[config.mk]
export PLATFORM = sky130hd
export DESIGN_NAME = input_image_loader
export DESIGN_NICKNAME = d
export VERILOG_FILES = /design/src/rtl/cnn_pkg.sv /design/src/rtl/pixel_binarizer.sv /design/src/rtl/input_image_loader.sv
export SDC_FILE = /design/constraint.sdc
export NUM_CORES = 2
export LEC_CHECK = 0
export ABC_AREA = 0
export CORE_AREA = 2 2 313 315
export CTS_CLUSTER_DIAMETER = 30
export DETAILED_ROUTE_END_ITERATION = 10
export DIE_AREA = 0 0 315 317
export PLACE_DENSITY_LB_ADDON = 0.08
export SETUP_SLACK_MARGIN = 0.05
export SYNTH_ARGS = -nofsm -noshare
export SYNTH_HDL_FRONTEND = slang
export SYNTH_SLANG_ARGS = --single-unit
[constraint.sdc]
create_clock -name CLK -period 4.4 [get_ports CLK]
set_clock_uncertainty 0.2 [all_clocks]
set_input_delay 0.88 -clock CLK [delete_from_list [all_inputs] [get_ports CLK]]
set_output_delay 0.88 -clock CLK [all_outputs]
set_load 0.01 [all_outputs]
[src/rtl/cnn_pkg.sv]
// Shared constants and types for the binary CNN datapath.
// Used by the image loader, conv_layer and the downstream layers.
package cnn_pkg;

  localparam int IMG_W      = 28;
  localparam int IMG_H      = 28;
  localparam int N_PIX      = 784;
  localparam int PIX_W      = 8;
  localparam int BIN_THRESH = 128;
  localparam int KSIZE      = 5;
  localparam int CONV_W     = 24;

  typedef enum logic {
    LOAD = 1'b0,
    DONE = 1'b1
  } ld_state_t;

endpackage

[src/rtl/pixel_binarizer.sv]
// Combinational unsigned threshold compare of one grayscale pixel.
// Output is 1 when the pixel is at or above THRESH.
module pixel_binarizer #(
  parameter int PIX_W  = 8,
  parameter int THRESH = 128
) (
  input  logic [PIX_W-1:0] pix,
  output logic             bin
);

  localparam logic [PIX_W-1:0] TH = PIX_W'(THRESH);

  assign bin = (pix >= TH);

endmodule

[src/rtl/input_image_loader.sv]
// Streams row-major grayscale pixels in, binarises them and assembles
// the flat input_node vector for conv_layer.
module input_image_loader #(
  parameter int IMG_W  = cnn_pkg::IMG_W,
  parameter int IMG_H  = cnn_pkg::IMG_H,
  parameter int PIX_W  = cnn_pkg::PIX_W,
  parameter int THRESH = cnn_pkg::BIN_THRESH
) (
  input  logic                   CLK,
  input  logic                   NRST,
  input  logic                   next,
  input  logic                   in_valid,
  input  logic                   in_sof,
  input  logic [PIX_W-1:0]       in_data,
  output logic                   in_ready,
  output logic [IMG_W*IMG_H-1:0] input_node,
  output logic                   input_finish,
  output logic [9:0]             pix_count,
  output logic                   err_sync
);

  import cnn_pkg::*;

  localparam int N = IMG_W * IMG_H;
  localparam logic [9:0] LAST = 10'(N - 1);
  localparam logic [N-1:0] ONE = {{(N-1){1'b0}}, 1'b1};

  ld_state_t      state_q, state_d;
  logic [9:0]     cnt_q, cnt_d;
  logic [N-1:0]   node_q, node_d;
  logic           fin_q, fin_d;
  logic           err_q, err_d;
  logic [9:0]     wr_idx;
  logic [N-1:0]   wr_sel;
  logic           accept;
  logic           resync;
  logic           pix_bin;

  pixel_binarizer #(
    .PIX_W  (PIX_W),
    .THRESH (THRESH)
  ) u_bin (
    .pix (in_data),
    .bin (pix_bin)
  );

  always_comb begin
    state_d  = state_q;
    cnt_d    = cnt_q;
    node_d   = node_q;
    fin_d    = fin_q;
    err_d    = err_q;
    in_ready = 1'b0;
    wr_idx   = cnt_q;
    wr_sel   = '0;
    resync   = 1'b0;
    unique case (state_q)
      LOAD: in_ready = NRST & ~next;
      DONE: in_ready = 1'b0;
      default: in_ready = 1'b0;
    endcase
    accept = in_valid & in_ready;
    if (accept) begin
      // A start-of-frame mid-stream restarts the write pointer at bit 0.
      resync = in_sof & (cnt_q != 10'd0);
      wr_idx = resync ? 10'd0 : cnt_q;
      wr_sel = ONE << wr_idx;
      node_d = (node_q & ~wr_sel) | ({N{pix_bin}} & wr_sel);
      cnt_d  = wr_idx + 10'd1;
      if (resync) err_d = 1'b1;
      if (wr_idx == LAST) begin
        state_d = DONE;
        fin_d   = 1'b1;
      end
    end
  end

  always_ff @(posedge CLK) begin
    if (!NRST || next) begin
      state_q <= LOAD;
      cnt_q   <= '0;
      node_q  <= '0;
      fin_q   <= 1'b0;
      err_q   <= 1'b0;
    end else begin
      state_q <= state_d;
      cnt_q   <= cnt_d;
      node_q  <= node_d;
      fin_q   <= fin_d;
      err_q   <= err_d;
    end
  end

  assign input_node   = node_q;
  assign input_finish = fin_q;
  assign pix_count    = cnt_q;
  assign err_sync     = err_q;

endmodule
**Word-level counts from Yosys, hierarchy flattened**

Cells that the tools add are included.

- Register bits after elaboration: 796
- Input bits: 13
- Output and inout port bits: 797
- Logic and storage cells: 24

- $add $sub $neg: 1
- Magnitude comparators: 1
- Equal/unequal tests: 1
- Shift-type cells: 1
- Multiplexer cells: 2
- Bitwise operators: 9
- Reductions and logical operators: 5

Operator list:

| cell | count |
|---|---|
| $and 784x784->784 | 2 |
| $not 784->784 | 1 |
| $or 784x784->784 | 1 |
| $shl 1x10->784 const A | 1 |
| $add 10x1->10 const B | 1 |
| $eq 10x10->1 const B | 1 |
| $mux 10 | 1 |
| $reduce_bool 10->1 | 1 |
| $ge 8x8->1 const B | 1 |
| $reduce_and 2->1 | 2 |
| $and 1x1->1 | 3 |
| $not 1->1 | 2 |
| $pmux 1 s2 | 1 |
| $logic_not 1->1 | 1 |
| $logic_or 1x1->1 | 1 |

**Longest topological paths before layout**

- Depth in word-level cells: 7
- Gate-level depth with buffers: 12
- Mapped depth without buffers: 8

**Hierarchy**

Synthesis repeated with hierarchy kept, for this count alone.

- Cells, all modules: 3314
- Area, all modules: 31193.7 um^2

By module, submodules not included:

| module | times used | cells an instance | area each (um^2) | seq. area each (um^2) |
|---|---|---|---|---|
| input_image_loader | 1 | 3313 | 31189.9 | 15935.3 |
| pixel_binarizer | 1 | 1 | 3.8 | 0.0 |

**Least setup slack after synthesis**

Ideal clock, no wire load.

- Path kind: input to register
- Start: input port in_sof
- End: register with a tool-made name
- Setup time: 0.132 ns
- Arrival time: 3.204 ns
- Required time: 4.068 ns
- Setup slack: 0.864 ns
- Stages: 10
- Buffers on the path: 4
- Cells stage by stage: buf_2 -> buf_2 -> buf_1 -> nor2b_1 -> ha_1 -> clkbuf_1 -> inv_1 -> nor4_1 -> nand3_1 -> mux2i_1

RTL lines:

| what | RTL line | text |
|---|---|---|
| start: declaration | input_image_loader.sv:13 | `input logic in_sof,` |

**Worst setup path in the final report**

- Start: input port next
- End: output port in_ready

- Cells in the longest elaborated chain, start to end: 3

RTL lines:

| what | RTL line | text |
|---|---|---|
| start: declaration | input_image_loader.sv:11 | `input logic next,` |
| $not 1->1 | input_image_loader.sv:58 | `LOAD: in_ready = NRST & ~next;` |
| $and 1x1->1 | input_image_loader.sv:58 |  |
| $pmux 1 s2 | input_image_loader.sv:57 | `unique case (state_q)` |
| end: declaration | input_image_loader.sv:15 | `output logic in_ready,` |

Every way passes these cells.

==> summary.txt <==
Status
  – Outcome: complete, no violations

Timing
  – Slew headroom: around 19%
  – Fin crit share: between 80% and 90%
  – Crit path time final: between 3000 and 4000 ps
  – Setup_tns: 0 ps
  – Worst hold slack: about 250 ps
  – RSZ-0062 raised after global routing: false
  – Hold Fails Final Rpt: 0
  – Final WS setup: between 600 and 700 ps
  – Final setup violation count: 0
  – Fmax: around 270 MHz
  – Final max-slew violation count: 0
  – Slew of the pin with the lowest slew margin: roughly 1200 ps

Logic synthesis
  – Main synth FF type: dfxtp_1
  – Yosys warnings: 0
  – Syn Std Cell Area: approximately 31000 um^2
  – Syn_area_per_cell: 9.05 um^2
  – Yosys top cell area share: 51.9%
  – Asr flop ratio synth: 0%
  – EDFF count, synth: 0
  – Top cells by area, synth: dfxtp_1 52%, a211oi_1 13%, a21oi_1 12%
  – Syn nets: around 3400
  – Yosys reg bits: slightly below 800
  – Yosys top cell by area: dfxtp_1
  – Post-synthesis sequential area ratio: 51.9%
  – Syn Inst Count: 3392
  – Synth cell types: 57

Final layout
  – Area taken by multi-input logic gates: 13400 um^2
  – Final cell count without fillers: approximately 5600
  – Sequential cell area: 15900 um^2
  – Final Cell Area: 47600 um^2
  – Fillers: around 9100
  – Area Overhead vs Synth: 55.0%
  – Nets: roughly 4200
  – Share of layout cells above drive strength 1: 14.5%
  – Ant. Diodes: 0

Critical path
  – Most used cell, CP: clkdlybuf4s50_1
  – CP max stage delay: roughly 630 ps
  – CP required: between 3000 and 4000 ps
  – Critical path arrival: roughly 2600 ps
  – Setup crit start kind: primary input
  – Cells along the critical path: clkdlybuf4s50_1, nand2b_4, nor2_1, clkdlybuf4s50_1
  – WP buf/inv: 2
  – CP delay by family, top: buffers and inverters
  – Endpoint class of the critical path: output pin
  – Kind of critical path: in -> out
  – Slowest cell on crit path: clkdlybuf4s50_1
  – Worst-path maximum fanout: 4

CTS
  – Root buffer cell: clkbuf_16
  – Clk pin slew, worst setup/hold paths: 40 ps
  – Hold-fix buffers, CTS: 0
  – CTS-repair resized insts: 0
  – Post-CTS Setup Bufs: 0
  – CTS tree: yes
  – Clk Latency, worst-skew pair: around 770 ps
  – Clock Sinks: just under 800
  – H-tree levels: 4
  – Clock Path Buffers: 3
  – TritonCTS Buffers: 200

Placed design
  – Post-DP HPWL: approximately 110000 um
  – Area after DPL: 40400 um^2
  – DP Cell Count: between 5000 and 6000
  – Port bufs: between 800 and 900
  – Placer congestion estimate: between 0.8 and 0.9
  – Pre-CTS WS: 580 ps

Min path
  – Hold crit path type: reg -> reg

Floorplan
  – FP Rows: 114
  – Starting Density: a little under a third
  – Die width: 315 um
  – Placeable Area: 96300 um^2
  – Die ar.: between 90000 and 100000 um^2
  – Die span in y: around 320 um
  – Top Ports: ~800

Power and ir drop
  – Sequential Power Share: 31.6%
  – P_sw: roughly 0.0048 W
  – Clock network power share: 67.0%
  – Net Sw Frac: approximately a fifth
  – Power density over the cells: about 480 nW/um^2
  – Comb power frac: under 10%
  – Cell internal pwr: around 0.018 W
  – LEAKAGE: around 15 nW
  – Peak VDD IR: ~330 uV

Routing
  – Vias per Instance: around 5.6
  – First drt pass iteration count: 6
  – Drt drc: 0
  – Total wire length: about 160000 um
  – Vias after detailed routing: between 30000 and 40000
  – Post-DRT Antenna Nets: 0
  – Initial DRC Count: approximately 2900
  – Avg WL per Cell: between 20 and 30 um

Global routing
  – GRT Overall Usage: 30.8%
  – Initial antenna violation count: 3
  – Number of global-route vias before repair: around 30000
  – Global-route wire length before repair: 224000 um
  – Overflow after GRT: 0
  – Largest net degree at the start of global routing: approximately 170

Flow run
  – Max cap viols: 0
layer usage:
metal  part of all wire, %  routed length (um)  global-route usage, %  vias up
met5                0.0081                  13                      0        -
met4                   4.0                6340                   13.0        2
met3                   8.7               13900                   9.46      267
met2                    47               75100                   49.5     1425
met1                    41               64900                   38.3    15000
li1                      -                   -                      -    14300
synth_stat cells, drive strengths merged (5+ instances only):
master    n
buf     114
dfxtp   796
nand4    69
and2      9
a21oi   716
and3     14
inv       7
a311oi    7
nor2     66
nand3b    5
o21ai   186
o41ai     5
or4       5
nor4bb    5
mux2i    54
nand2b   10
nand2   108
a31oi    25
nor3     51
nand3   189
or3b      7
clkbuf  308
or3      10
or2       5
nor4     34
a211oi  535
nor2b    10
through the flow:
step	utilization [%]	power [W]
2_1_floorplan	-	0.00757
3_3_place_gp	42.0	0.00769
3_5_place_dp	42.0	0.00769
4_1_cts	49.4	0.0230
5_1_grt	49.4	0.0235
6_report	49.4	0.0229
cell usage in the layout, fill, tap and decap left out, types with 13 or more instances in the layout:
cell type        netlist  final
a211oi_1             530    530
a21oi_1              715    715
a31oi_1               25     25
buf_12                 0     13
buf_4                  0    152
bufinv_16              0     28
clkbuf_1             308     21
clkbuf_16              0    208
clkbuf_8               0     42
clkdlybuf4s50_1        0    800
clkinv_2               0     48
dfxtp_1              796    795
mux2i_1               54     54
nand2_1              108    107
nand3_1              189    189
nand4_1               69     69
nor2_1                64     47
nor2_2                 2     15
nor3_1                35     29
nor4_2                15     19
o21ai_0              185    185
path summary, 6_finish.rpt:
kind,slack (ps),from,cells past startpoint,endpoint
max reg2reg,950,pix_count[2],6,flip-flop
min reg2reg,250,flip-flop,2,flip-flop
min,250,flip-flop,2,flip-flop
max,680,next,4,in_ready
worst reg2reg max path: cells and delay by family (launching register included):
kind | cells | cell delay [ps]
flops | 1 | 970
compound gates | 2 | 380
fa+ha+maj | 1 | 530
simple gates | 3 | 1290
cells by family after synthesis:
kind of cell | count (synthesis) | share of synthesized area (%)
adder cells (fa/ha/maj) | 3 | 0.122
AND/OR/NAND/NOR | 617 | 11.2
buffers and inverters | 431 | 5.75
AO/OA/AOI/OAI | 1491 | 29.3
flip-flops | 796 | 51.9
multiplexers | 54 | 1.76
cell type report:
class | count | share of cell area [%]
Sequential cell | 796 | 33.5
Tap cell | 1276 | 3.36
Timing Repair Buffer | 967 | 19.8
Multi-Input combinational cell | 2165 | 28.2
Clock inverter | 96 | 2.71
Inverter | 9 | 0.0710
Clock buffer | 271 | 12.3
power groups by stage:
stage | logic (W) | clock network (W) | registers, W
after floorplan | 0.000202 | 0 | 0.00737
after global placement | 0.000326 | 0 | 0.00737
after detailed placement | 0.000324 | 0 | 0.00737
after CTS | 0.000324 | 0.0155 | 0.00724
after global routing | 0.000345 | 0.0159 | 0.00723
final | 0.000332 | 0.0153 | 0.00724
No activity file was read; power rests on OpenSTA's default activity.
